### src/rtl/subservient_mem_arbiter.sv
// Three-master (ibus / dbus / dbg) arbiter onto a single memory port; one transfer at a time.
// Define SUBSERVIENT_MEM_ARBITER_TIMEOUT_EN to force-terminate transfers after TIMEOUT BUSY cycles.
module subservient_mem_arbiter #(
  parameter int unsigned TIMEOUT = 255
) (
  input  logic        i_clk,
  input  logic        i_rst_n,
  input  logic        i_debug_mode,
  input  logic [31:0] i_ibus_adr,
  input  logic        i_ibus_stb,
  output logic [31:0] o_ibus_rdt,
  output logic        o_ibus_ack,
  input  logic [31:0] i_dbus_adr,
  input  logic [31:0] i_dbus_dat,
  input  logic [3:0]  i_dbus_sel,
  input  logic        i_dbus_we,
  input  logic        i_dbus_stb,
  output logic [31:0] o_dbus_rdt,
  output logic        o_dbus_ack,
  input  logic [31:0] i_dbg_adr,
  input  logic [31:0] i_dbg_dat,
  input  logic [3:0]  i_dbg_sel,
  input  logic        i_dbg_we,
  input  logic        i_dbg_stb,
  output logic [31:0] o_dbg_rdt,
  output logic        o_dbg_ack,
  output logic [31:0] o_mem_adr,
  output logic [31:0] o_mem_dat,
  output logic [3:0]  o_mem_sel,
  output logic        o_mem_we,
  output logic        o_mem_stb,
  input  logic [31:0] i_mem_rdt,
  input  logic        i_mem_ack,
  output logic [1:0]  o_grant,
  output logic        o_timeout
);

  if (TIMEOUT < 2 || TIMEOUT > 65535) begin : g_bad_timeout
    $error("subservient_mem_arbiter: TIMEOUT must be in 2..65535");
  end

  typedef enum logic {IDLE, BUSY} state_t;

  localparam logic [1:0] GNT_NONE = 2'd0;
  localparam logic [1:0] GNT_IBUS = 2'd1;
  localparam logic [1:0] GNT_DBUS = 2'd2;
  localparam logic [1:0] GNT_DBG  = 2'd3;

  state_t      state, state_nxt;
  logic [1:0]  grant, grant_nxt;
  logic        last_dbus, last_dbus_nxt;

  logic [31:0] m_adr, m_dat;
  logic [3:0]  m_sel;
  logic        m_we, m_stb;
  logic        busy, live, mem_done, timeout_hit, ack_any;
  logic        ibus_req, dbus_req, dbg_req;

  // Request view of the currently granted master
  always_comb begin
    m_adr = '0;
    m_dat = '0;
    m_sel = '0;
    m_we  = 1'b0;
    m_stb = 1'b0;
    case (grant)
      GNT_IBUS: begin
        m_adr = i_ibus_adr;
        m_sel = 4'hF;
        m_stb = i_ibus_stb;
      end
      GNT_DBUS: begin
        m_adr = i_dbus_adr;
        m_dat = i_dbus_dat;
        m_sel = i_dbus_sel;
        m_we  = i_dbus_we;
        m_stb = i_dbus_stb;
      end
      GNT_DBG: begin
        m_adr = i_dbg_adr;
        m_dat = i_dbg_dat;
        m_sel = i_dbg_sel;
        m_we  = i_dbg_we;
        m_stb = i_dbg_stb;
      end
      default: ;
    endcase
  end

  assign busy     = (state == BUSY);
  assign live     = busy && m_stb;
  assign mem_done = live && i_mem_ack;

`ifdef SUBSERVIENT_MEM_ARBITER_TIMEOUT_EN
  localparam logic [15:0] TIMEOUT_LAST = 16'(TIMEOUT - 1);
  logic [15:0] busy_cnt;

  // Counts BUSY cycles already completed; zero on the first cycle of every grant
  always_ff @(posedge i_clk or negedge i_rst_n) begin
    if (!i_rst_n)
      busy_cnt <= '0;
    else if (busy && state_nxt == BUSY)
      busy_cnt <= busy_cnt + 16'd1;
    else
      busy_cnt <= '0;
  end

  assign timeout_hit = live && !i_mem_ack && (busy_cnt == TIMEOUT_LAST);
`else
  assign timeout_hit = 1'b0;
`endif

  assign ack_any  = mem_done || timeout_hit;
  assign ibus_req = i_ibus_stb && !i_debug_mode;
  assign dbus_req = i_dbus_stb;
  assign dbg_req  = i_dbg_stb && i_debug_mode;

  always_comb begin
    state_nxt     = state;
    grant_nxt     = grant;
    last_dbus_nxt = last_dbus;
    case (state)
      IDLE: begin
        if (dbg_req) begin
          state_nxt = BUSY;
          grant_nxt = GNT_DBG;
        end else if (ibus_req && dbus_req) begin
          state_nxt = BUSY;
          grant_nxt = last_dbus ? GNT_IBUS : GNT_DBUS;
        end else if (ibus_req) begin
          state_nxt = BUSY;
          grant_nxt = GNT_IBUS;
        end else if (dbus_req) begin
          state_nxt = BUSY;
          grant_nxt = GNT_DBUS;
        end
      end
      BUSY: begin
        if (!m_stb || ack_any) begin
          state_nxt = IDLE;
          grant_nxt = GNT_NONE;
        end
        // Only a real memory ack moves the ibus/dbus fairness pointer
        if (mem_done && grant != GNT_DBG)
          last_dbus_nxt = (grant == GNT_DBUS);
      end
      default: begin
        state_nxt = IDLE;
        grant_nxt = GNT_NONE;
      end
    endcase
  end

  always_ff @(posedge i_clk or negedge i_rst_n) begin
    if (!i_rst_n) begin
      state     <= IDLE;
      grant     <= GNT_NONE;
      last_dbus <= 1'b1;
    end else begin
      state     <= state_nxt;
      grant     <= grant_nxt;
      last_dbus <= last_dbus_nxt;
    end
  end

  assign o_grant   = grant;
  assign o_timeout = timeout_hit;

  assign o_mem_adr = busy ? m_adr : '0;
  assign o_mem_dat = busy ? m_dat : '0;
  assign o_mem_sel = busy ? m_sel : '0;
  assign o_mem_we  = busy && m_we;
  assign o_mem_stb = live && !timeout_hit;

  // A forced termination acks with zero data
  assign o_ibus_ack = ack_any && (grant == GNT_IBUS);
  assign o_dbus_ack = ack_any && (grant == GNT_DBUS);
  assign o_dbg_ack  = ack_any && (grant == GNT_DBG);
  assign o_ibus_rdt = (mem_done && grant == GNT_IBUS) ? i_mem_rdt : '0;
  assign o_dbus_rdt = (mem_done && grant == GNT_DBUS) ? i_mem_rdt : '0;
  assign o_dbg_rdt  = (mem_done && grant == GNT_DBG)  ? i_mem_rdt : '0;

endmodule

### config.mk
export PLATFORM = sky130hd
export DESIGN_NAME = subservient_mem_arbiter
export DESIGN_NICKNAME = d
export VERILOG_FILES = /design/src/rtl/subservient_mem_arbiter.sv
export SDC_FILE = /design/constraint.sdc
export NUM_CORES = 1
export LEC_CHECK = 0
export ABC_AREA = 1
export BUFFER_PORTS_ARGS = -buffer_cell sky130_fd_sc_hd__clkbuf_2
export CORE_AREA = 2 2 148 150
export DETAILED_ROUTE_END_ITERATION = 10
export DIE_AREA = 0 0 150 152
export HOLD_SLACK_MARGIN = 0.08
export PLACE_DENSITY_LB_ADDON = 0.25
export SYNTH_ARGS = -nofsm -noshare
export SYNTH_HDL_FRONTEND = slang
export SYNTH_SLANG_ARGS = --single-unit
### constraint.sdc
create_clock -name i_clk -period 1.85 [get_ports i_clk]
set_clock_uncertainty 0.1 [all_clocks]
set_input_delay 0.0925 -clock i_clk [delete_from_list [all_inputs] [get_ports i_clk]]
set_output_delay 0.0925 -clock i_clk [all_outputs]
set_load 0.05 [all_outputs]
Word level (Yosys, flattened, before mapping)
Cells that the tools add are included.

storage, ports and cells
  bits of input ports = 209
  bits in latches = 0
  ROM bits = 0
  RAM bits = 0
  memories = 0
  register bits = 4
  output and inout bits = 172

operators by class
  equality and inequality tests = 6
  bitwise gates (word level) = 1
  muxes and demuxes = 24
  reduce and logical (&&, ||, !) cells = 15
  div/mod/pow operators = 0
  shift operators = 0
  add/sub/neg operators = 0
  $mul = 0
  order comparisons = 0

operators by type and width
  kind                                                                     number
  32-bit 2-to-1 mux                                                        5
  32-bit case mux with 3 select lines                                      1
  32-bit case mux with 2 select lines                                      1
  2-bit 2-to-1 mux                                                         6
  4-bit case mux with 3 select lines                                       1
  1-bit logical AND                                                        10
  1-bit 2-to-1 mux                                                         5
  5-bit inequality test, second input constant                             1
  2-bit equality test, second input constant                               2
  4-bit 2-to-1 mux                                                         1
  1-bit case mux with 2 select lines                                       2
  2-bit case mux with 2 select lines                                       1
  2-bit AND reduction                                                      2
  1-bit case mux with 3 select lines                                       1
  2-bit by 1-bit equality test with 1-bit output, second input constant    1
  1-bit logical NOT                                                        2
  2-bit by 1-bit inequality test with 1-bit output, second input constant  1
  2-bit inequality test, second input constant                             1
  1-bit logical OR                                                         1
  1-bit NOT                                                                1

Logic depth before layout (Yosys ltp)
Gate-level depths: netlist of the first run.

  depth in word-level cells = 7
  gate-level depth with buffers = 8
  depth with buffers taken out = 7

Worst setup path before layout of the first run
No wires, ideal clock.

  kind = reg-to-output
  start point = register grant[0] (netlist: o_grant[0])
  end point = output o_mem_dat[0]
  cell stages (with the launch flop) = 7
  required time = 1.657 ns
  arrival time = 2.238 ns
  setup slack = -0.581 ns
  buffers on the path = 2
  path through = dfrtp_1 > nand2_1 > inv_1 > buf_2 > buf_2 > nand2_1 > a21oi_1

between the ends
  cells in the longest elaborated chain, start to end = 3
  elaborated cells between the ends (all ways) = 4
  classes of those cells = eq/ne: 2; mux: 2

RTL lines
  item                                     RTL line  source
  from (decl)                              50        logic [1:0] grant, grant_nxt;
  from (signal assigned)                   161       grant <= grant_nxt;
  2-bit equality test                      66        case (grant)
  32-bit case mux with 2 select lines (*)  66
  32-bit 2-to-1 mux (*)                    170       assign o_mem_dat = busy ? m_dat : '0;
  to (decl)                                28        output logic [31:0] o_mem_dat,

Every way passes the cells marked *; elsewhere a longest branch is shown, timed or not.

Final worst setup path of the first run
  start point = register grant[1] (netlist: o_grant[1])
  end point = output o_mem_adr[23]

between the ends
  cells in the longest elaborated chain, start to end = 3
  elaborated cells between the ends (all ways) = 5
  classes of those cells = eq/ne: 3; mux: 2

RTL lines
  item                                                                                   RTL line  source
  2-bit equality test or 2-bit by 1-bit equality test with 1-bit output (tied branches)  66
  32-bit case mux with 3 select lines (*)                                                66
  32-bit 2-to-1 mux (*)                                                                  169       assign o_mem_adr = busy ? m_adr : '0;
  to (decl)                                                                              27        output logic [31:0] o_mem_adr,

Marked as above.

==> results by group, run 1 <==
Critical path
  – R2R Path End: last_dbus
  – Setup CP Type: register to output port
  – CP required: 1.66 ns
  – R2R setup slack: between 0.3 and 0.4 ns
  – Critical path capture point type: output port
  – Worst R2R Start: o_grant[0]
  – Worst Path Max Fanout: 7
  – Reg2Reg Depth: 8
  – Arrival time worst endpoint: 1.81 ns
  – Startpoint types: register

Routing
  – Post-route DRC: 0
  – WL/cell: roughly 15 um
  – First DRT Iteration DRCs: 130
  – First drt pass iteration count: 4
  – Vias: roughly 4.8k
  – Routed Antenna Nets: 0
  – Drt total wl: 17800 um
  – Vias per Instance: roughly 3.9

Timing
  – Max Freq: 498.8 MHz
  – Slew at the pin closest to its max-slew limit: 0.5209 ns
  – Slew headroom: 65.04%
  – WHS: 0.1430 ns
  – Period minus WS final: 2.005 ns
  – Setup violations, final: 138
  – RSZ-0062 raised after global routing: yes
  – Final Max Slew Viols: 0
  – Post-route setup slack: -0.1548 ns
  – Final Cycle Share: 108.4%
  – Hold Fails Final Rpt: 0

GRT
  – Antenna violations before repair: 0
  – Vias in the first global route: 4851
  – Overall Global Routing Usage: a little over an eighth
  – First-pass GRT wire length: 24050 um
  – Largest net degree at the start of global routing: 28
  – Remaining Overflow, GRT: 0

Power
  – Switching share of power: 55.60%
  – PD cells: roughly 850 mW/mm^2
  – Clk pwr share: roughly 4.8%
  – Leak pwr: about 4.0 nW
  – Sequential Power Share: 2.6%
  – Combinational Power Share: 92.6%
  – Net switching power: 4.093 mW
  – Worst vdd ir: 0.5026 mV
  – P_int: 3.268 mW

Clock tree
  – Clock sinks: 4
  – CTS root buf: clkbuf_16
  – Skew-Pair Late Insertion Delay: 0.23 ns
  – Num CTS Buffers: 3
  – Clock Pin Slew Worst Setup and Hold Paths: around 0.030 ns
  – H-tree levels: 1
  – CTS tree: built
  – Clock Tree Buf Depth: 2

Floorplan
  – Die footprint: 0.02280 sq mm
  – Row count: 54
  – Core area: 0.02135 sq mm
  – Initial Util: 10.09%
  – Width of the die: approximately 150 um
  – IO Count: approximately 380
  – Die Y-Extent: 152 um

Synthesis
  – #FFs+latches synth: 4
  – Post-synth cell types: 20
  – Syn Area/Cell: 4.208 sq um
  – Synth area leaders: nand2_1 (36%), nor2_1 (18%), inv_1 (13%)
  – Cell taking the most area after synthesis: nand2_1
  – Top-area cell type share of the netlist area: 36.41%
  – Mapped cell area: 0.002155 sq mm
  – Cells after synthesis: 512
  – Seq/Total Area, Yosys: 4.704%
  – Syn_nets: 721
  – Ys Warns: 0

Status
  – Status: finished, violations left
  – Violations in the final reports: negative setup slack

Placed design
  – Placed cell count: between 1k and 1.5k
  – HPWL after DPL: 12930 um
  – RD Place Congestion: 0.7795
  – PortBufs: around 380
  – Worst slack, placed: -0.01954 ns

Final layout
  – Inserted Diodes: 0
  – Final Net Count: 1145
  – Layout cells sized above 1: between 70 and 80%
  – Most frequent cells in the layout: clkbuf_2 (210), nand2_1 (141), nor2_4 (89), buf_8 (82), buf_12 (66)
  – Most common cell after layout, fill and taps aside: clkbuf_2
  – Final std cells w/o fill: ~1.2k
  – Layout area overhead: 302.1%

Flow run
  – Max-Cap Viols: 0

Worst hold path
  – Hold WC Path Type: primary input to asynchronous set/reset pin
## flip-flops by register name, indices dropped and copies added (netlist names)
name       flops
o_grant        2
busy           1
last_dbus      1
## kinds of logic (layout without fill, tap and decap cells)
logic type	count (synthesis)	in the layout	synth area share [%]
AOI/OAI and AO/OA	37	37	8.885
buffers and inverters	110	533	20.56
DFF	4	4	4.704
other	1	1	0.1740
and+or+nand+nor	360	360	65.68
## per-layer routing
metal	global-route usage, %	routed length, um	up-vias	part of all wire, %
li1	-	-	2364	-
met1	13.04	6358	2165	36
met2	26.68	9660	237	54
met3	2.883	1413	23	7.9
met4	3.594	368	0	2.1
met5	0	0	-	0
## power by group through the flow
stage	registers (mW)	logic [mW]	clock network, mW
6_report	0.190	6.82	0.357
5_1_grt	0.199	7.17	0.363
4_1_cts	0.193	5.85	0.358
3_5_place_dp	0.186	5.27	0
3_3_place_gp	0.186	5.28	0
2_1_floorplan	0.207	3.20	0
## stage by stage
stage | util, % | power, mW | instance area (sq um) | setup TNS, ns
floorplan | - | 3.410 | 3183 | -5.565
finish | 40.58 | 7.362 | 8665 | -8.570
global route | 40.58 | 7.727 | 8665 | -18.77
detailed placement | 30.47 | 5.456 | 6505 | -0.1988
global placement | 30.47 | 5.469 | 6505 | 0
CTS | 36.34 | 6.400 | 7759 | -10.53
## final cells by class
| cell class | count | area [sq um] |
|---|---|---|
| clock buffer | 4 | 78.83 |
| fill | 2081 | 12690 |
| inverter | 76 | 365.4 |
| multi-input combinational | 398 | 3020 |
| sequential | 4 | 105.1 |
| tap | 280 | 350.3 |
| timing repair buffer | 453 | 4745 |
## synth_stat cells
library cell and instances:
nand2_2 1, inv_1 75, buf_2 21, a21oi_1 33, nor3_1 4, nor2_1 105, o21bai_1 2, nand2_1 209
a31oi_1 1, conb_1 1, dfrtp_1 3, dfstp_2 1, nor2_2 2, nand4_1 2, clkinv_1 1, buf_4 1
buf_1 3, nand3_1 37, clkbuf_1 9, o21ai_0 1
## critical path: stages, from the launching register on
cell,delay [ns]
dfrtp_2,0.43
buf_4,0.17
nand2_4,0.09
inv_8,0.05
buf_12,0.14
clkbuf_16,0.16
nand2_1,0.07
nand3_2,0.09
nand2_2,0.09
clkinvlp_4,0.12
buf_12,0.16
## worst max-delay path by stage
stage,depth (start not counted),from,slack [ns],end
6_report,10,o_grant[1],-0.15,o_mem_adr[23]
5_1_grt,10,o_grant[1],-0.20,o_mem_adr[23]
4_1_cts,9,o_grant[1],-0.14,o_dbus_rdt[31]
3_5_place_dp,9,o_grant[0],-0.02,o_dbg_rdt[1]
3_3_place_gp,9,o_grant[0],0.01,o_dbg_rdt[23]
2_1_floorplan,7,o_grant[0],-0.13,o_dbus_rdt[0]
## repair_timing
item                                   in CTS  in global routing
gates resized for setup                   267                247
endpoints found under the hold margin       5                  0
gates cloned                                1                 10
setup endpoints to repair                 168                168
setup buffers                               3                 11
hold buffers                                2                  0
pin swaps                                   4                 23
No activity file was read; power rests on OpenSTA's default activity.
==> inputs of run 2 (changes only) <==
- BUFFER_PORTS_ARGS: -buffer_cell sky130_fd_sc_hd__clkbuf_2 -> -buffer_cell sky130_fd_sc_hd__buf_2
==> run 2 against run 1 <==
Compared with the run above:
- the run still ends with negative setup slack left
- die area unchanged
- clock-buffer cell count unchanged
- combinational power decreased by 10%
- sequential power decreased by 12%
- global-route usage decreased by 0.81 points
- sequential share of layout area increased by 0.12 points
- non-clock buffer count decreased by 5
- via count decreased by 1.1%
- core utilization decreased by 4.1 points
- setup slack improved by 0.065 ns
- final cell count decreased by 0.41%
- largest cell class unchanged
- largest power group unchanged
==> results by group, run 2 (synthesis results as in run 1) <==
Status
  – Status: finished, violations left
  – Violations in the final reports: negative setup slack

GRT
  – First-pass GRT wire length: roughly 23000 um
  – Overall Global Routing Usage: 12.34%
  – Remaining Overflow, GRT: 0
  – Antenna violations before repair: 0
  – Largest net degree at the start of global routing: 33
  – Vias in the first global route: around 4.6k

Clock tree
  – Skew-Pair Late Insertion Delay: 0.22 ns
  – CTS tree: built
  – Clock sinks: 4
  – H-tree levels: 1
  – Num CTS Buffers: 3
  – CTS root buf: clkbuf_16
  – Clock Tree Buf Depth: 2
  – Clock Pin Slew Worst Setup and Hold Paths: ~0.030 ns

Timing
  – WHS: 0.1496 ns
  – Final Cycle Share: 104.9%
  – Post-route setup slack: -0.09011 ns
  – Hold Fails Final Rpt: 0
  – RSZ-0062 raised after global routing: yes
  – Max Freq: ~500 MHz
  – Setup TNS: -6.152 ns
  – Setup violations, final: 147
  – Period minus WS final: 1.940 ns
  – Final Max Slew Viols: 0

Placed design
  – RD Place Congestion: a little under 0.8
  – PortBufs: 379
  – Worst slack, placed: 0.01968 ns
  – Dpl cell area: around 0.0058 sq mm
  – HPWL after DPL: 12230 um

Routing
  – First drt pass iteration count: 4
  – WL/cell: around 14 um
  – Vias: 4738
  – Routed Antenna Nets: 0
  – Vias per Instance: 3.916
  – Post-route DRC: 0
  – First DRT Iteration DRCs: roughly 120
  – Drt total wl: between 15000 and 20000 um

Floorplan
  – Die footprint: 0.02280 sq mm
  – Initial Util: 10.09%
  – Core area: between 0.02 and 0.025 sq mm
  – Die Y-Extent: between 150 and 200 um
  – IO Count: roughly 380
  – Row count: 54
  – Width of the die: 150 um

Critical path
  – Worst-path cell chain: buf_6, nor2_4, buf_12, clkbuf_16, nand2_1, nand3_1, nand2_1, clkinvlp_4, buf_8
  – CP required: 1.66 ns
  – Delay-heaviest family, CP: buffers and inverters
  – Critical path capture point type: output port
  – Worst path max stage delay: 0.44 ns
  – Top cell by count, worst path: nand2_1
  – CP bufs+invs: 5
  – R2R setup slack: 0.36 ns
  – Worst Path Max Fanout: 7
  – Slowest CP cell: dfrtp_2
  – Startpoint types: register
  – Arrival time worst endpoint: 1.75 ns
  – Setup CP Type: register to output port

Final layout
  – Inserted Diodes: 0
  – Most frequent cells in the layout: buf_2 (210), nand2_1 (171), buf_6 (128), nor2_4 (68), buf_8 (54)
  – Finished Cell Area: 0.007797 sq mm
  – Final Net Count: 1140
  – Reg area: 103.9 sq um
  – Multi-input gate area: roughly 0.0028 sq mm
  – Fill cells: 2165
  – Layout area overhead: 261.9%
  – Layout cells sized above 1: 71.94%
  – Max FFs per register: 2
  – Most common cell after layout, fill and taps aside: buf_2
  – Util after Layout: 36.52%

Power
  – Leak pwr: 3.772 nW
  – PD cells: 850.6 mW/mm^2
  – Worst vdd ir: 0.5547 mV

Worst hold path
  – Hold WC Path Type: primary input to register

Flow run
  – Max-Cap Viols: 0
## run 2: cell count changes in the layout (fill, tap and decap cells not counted), moves of 4 or more
cell,change
inv_1,+4
clkbuf_2,-210
nand2_2,-21
nor2_4,-21
nor2_2,+19
inv_2,-4
buf_8,-28
clkbuf_8,-23
nand2_4,-9
buf_4,-4
buf_12,-49
nand2_1,+30
buf_2,+210
buf_6,+101
## run 2: per-stage QoR
step / total power [mW] / cells
floorplan: 3.410 / 512
global placement: 4.929 / 1186
detailed placement: 4.919 / 1186
CTS: 5.870 / 1195
global route: 7.001 / 1210
finish: 6.632 / 1210
## run 2: area by class of cell
type	instances	area share (%)
Sequential cell	4	1.332
Tap cell	280	4.493
Clock buffer	4	1.011
Timing Repair Buffer	448	52.63
Multi-Input combinational cell	398	35.88
Inverter	76	4.653
## run 2: final timing paths
check                             startpoint       endpoint  cells after the start
max in group asynchronous            i_rst_n      last_dbus                      2
worst min-delay path            i_debug_mode     o_grant[0]                      5
worst max register to register          busy     o_grant[1]                      7
min in group asynchronous            i_rst_n           busy                      2
worst max-delay path              o_grant[0]  o_mem_adr[30]                      9
worst min register to register     last_dbus      last_dbus                      2
## run 2: routing by layer
metal  vias up  GRT usage, %  wire (um)
met2       254         25.03       9433
met4         0         3.145        367
li1       2351             -          -
met3        22         1.982       1288
met5         -             0          0
met1      2111         12.77       6115
## run 2: worst min-delay path: cells and delay by family
kind / cells / cell delay, ns
buf+inv: 1 / 0.09
simple gates: 4 / 0.25
## run 2: what timing repair did
item                                    in CTS  in global routing
cloned                                       0                  9
endpoints found under the setup margin     166                168
endpoints found under the hold margin        5                  0
gates resized for setup                    310                191
setup buffers                                3                  6
pin swaps                                    0                  9
hold buffers                                 2                  0
## run 2: power by group
part	leakage [nW]	switching, mW	internal (mW)	total, mW
combinational	3.69	3.74	2.37	6.12
clock	0.0382	0.0616	0.285	0.346
sequential	0.0451	0.0397	0.129	0.168
total	3.77	3.85	2.79	6.63
==> inputs of run 3 (changes only) <==
- ABC_AREA: 1 -> unset
- CORE_AREA: 2 2 148 150 -> 2 2 147 149
- DIE_AREA: 0 0 150 152 -> 0 0 149 151
==> run 3 against run 2 <==
Compared with the run above:
- setup slack gained 0.046 ns
- combinational power grew 32%
- register-to-register slack lost 0.13 ns
- the flow still finishes with violations (negative setup slack)
- critical endpoint is now o_dbus_rdt[31]
- non-clock buffer count shrank 27
- via count shrank 12%
- critical path depth shrank 4
- highest routed layer is now met5
==> results by group, run 3 <==
Routing
  – Post-route DRC: 0
  – First DRT Iteration DRCs: 83
  – First drt pass iteration count: 4
  – Drt total wl: 15860 um
  – Routed Antenna Nets: 0
  – Vias per Instance: 4.041
  – WL/cell: 15.31 um
  – Vias: 4186

Status
  – Violations in the final reports: negative setup slack
  – Status: finished, violations left

Critical path
  – Startpoint types: register
  – R2R setup slack: 0.23 ns
  – Critical path capture point type: output port
  – Setup crit start: o_grant[0]
  – Worst R2R Start: o_grant[1]
  – Arrival time worst endpoint: ~1.7 ns
  – CP required: 1.66 ns
  – Worst Path Max Fanout: 17
  – Setup CP Type: register to output port

Synthesis
  – Cell taking the most area after synthesis: nor2_1
  – Ys Warns: 0
  – Syn Area/Cell: 6.136 sq um
  – Seq/Total Area, Yosys: 4.393%
  – FFs w/ async S/R, synth: 100.0%
  – Synth area leaders: nor2_1 (22%), mux2_2 (16%), mux2i_1 (15%)
  – Cells after synthesis: ~380
  – #FFs+latches synth: 4
  – Most common cell in the netlist: nor2_1
  – Top cells by count, synth: nor2_1 (136), nor2b_1 (35), mux2i_1 (34), nand2_1 (34)
  – Mapped cell area: 0.002307 sq mm
  – Main synth FF type: dfrtp_1
  – Top-area cell type share of the netlist area: 22.13%
  – Post-synth cell types: 31
  – Number of synthesized flops with an enable pin: 0
  – Syn_nets: 585

Power
  – Combinational Power Share: 93.2%
  – PD cells: 1207 mW/mm^2
  – Worst vdd ir: 0.5446 mV
  – Switching share of power: 55.70%
  – Clk pwr share: 4.2%
  – Net switching power: 4.828 mW
  – P_int: 3.839 mW
  – Leak pwr: 3.138 nW
  – Sequential Power Share: approximately 2.6%

Floorplan
  – Width of the die: between 100 and 150 um
  – Core area: roughly 0.021 sq mm
  – Die Y-Extent: 151 um
  – IO Count: between 300 and 400
  – Initial Util: between 10 and 15%
  – Row count: 53
  – Die footprint: 0.02250 sq mm

Final layout
  – Most frequent cells in the layout: buf_2 (256), nor2_4 (89), buf_6 (68), nor2_2 (37), buf_8 (35)
  – Most common cell after layout, fill and taps aside: buf_2
  – Final std cells w/o fill: 1036
  – Inserted Diodes: 0
  – Layout cells sized above 1: 87.25%
  – Max FFs per register: 2
  – Layout area overhead: 211.2%
  – Final Net Count: 971

Clock tree
  – Clock sinks: 4
  – Num CTS Buffers: 3
  – Skew-Pair Late Insertion Delay: about 0.23 ns
  – H-tree levels: 1
  – Clock Tree Buf Depth: 2
  – CTS tree: built
  – CTS root buf: clkbuf_16
  – Clock Pin Slew Worst Setup and Hold Paths: 0.03 ns

Timing
  – Setup TNS: -0.2821 ns
  – RSZ-0062 raised after global routing: yes
  – Hold Fails Final Rpt: 0
  – Final Max Slew Viols: 0
  – Setup violations, final: 16
  – Period minus WS final: 1.894 ns
  – Post-route setup slack: -0.04367 ns
  – Final Cycle Share: 102.4%
  – Max Freq: 528.1 MHz

GRT
  – Largest net degree at the start of global routing: 36
  – Antenna violations before repair: 1
  – Vias in the first global route: 4020
  – Remaining Overflow, GRT: 0
  – First-pass GRT wire length: 21260 um
  – Overall Global Routing Usage: 11.95%

Worst hold path
  – Hold WC Path Type: primary input to asynchronous set/reset pin

Placed design
  – PortBufs: ~380
  – HPWL after DPL: 11940 um
  – Placed cell count: 1015
  – RD Place Congestion: 0.7191

Flow run
  – Max-Cap Viols: 0
==> run 3: path summary, 6_finish.rpt <==
| path | end | cells after the start |
|---|---|---|
| setup / recovery | o_dbus_rdt[31] | 5 |
| hold / removal | busy | 2 |
| setup reg to reg | o_grant[1] | 6 |
| hold reg to reg | last_dbus | 2 |
| max in group asynchronous | last_dbus | 2 |
| min in group i_clk | o_grant[0] | 3 |
==> run 3: kinds of logic after synthesis <==
logic type	Yosys count	synth area share (%)
mux	67	31.35
simple gates	217	40.94
compound gates	45	14.43
flops	4	4.393
buf+inv	42	8.731
other cells	1	0.1625
==> run 3: routing by layer <==
metal	wire length (um)	GRT usage (%)	vias up	share of wire, %
li1	-	-	2038	-
met1	5806	12.79	1917	37
met2	8862	25.05	218	56
met3	1055	1.566	11	6.7
met4	118	1.571	2	0.74
met5	13	0	-	0.082
==> run 3: worst max-delay path, cell delays in order (launching register included) <==
cell and delay (ns):
dfrtp_4 0.54, nand4b_1 0.24, buf_4 0.19, buf_16 0.18, nor2_2 0.15, buf_6 0.17
==> run 3: power by group through the flow <==
stage / Combinational, mW / Clock (mW) / Sequential, mW
floorplan: 5.02 / 0 / 0.225
global placement: 6.66 / 0 / 0.221
detailed placement: 6.62 / 0 / 0.224
CTS: 7.51 / 0.361 / 0.244
global route: 8.48 / 0.368 / 0.237
finish: 8.08 / 0.360 / 0.226
==> run 3: area by class of cell <==
| type | count | area (sq um) |
|---|---|---|
| Inverter | 2 | 7.507 |
| Multi-Input combinational cell | 330 | 3238 |
| Sequential cell | 4 | 106.4 |
| Clock buffer | 4 | 78.83 |
| Timing Repair Buffer | 421 | 3406 |
| Fill cell | 2109 | 13640 |
| Tap cell | 275 | 344.1 |
==> run 3: per-stage QoR <==
stage	total power, mW	cell area, sq um	setup WS [ns]	hold slack, ns	util, %
6_report	8.667	7181	-0.04367	0.1134	34.49
3_5_place_dp	6.844	5814	0.1205	-0.1887	27.92
2_1_floorplan	5.242	3353	-0.1047	-0.3031	-
3_3_place_gp	6.876	5814	0.1143	-0.1873	27.92
5_1_grt	9.087	7181	-0.1074	0.1320	34.49
4_1_cts	8.118	6543	-0.05308	0.1251	31.42
==> run 3: what timing repair did <==
item                                   4_1_cts  5_1_grt
setup endpoints to repair                  108      115
endpoints found under the hold margin        4        0
pin swaps                                    7       14
hold buffers                                 1        0
buffers inserted                             6        5
cloned                                       3        2
resized for setup                          143      183
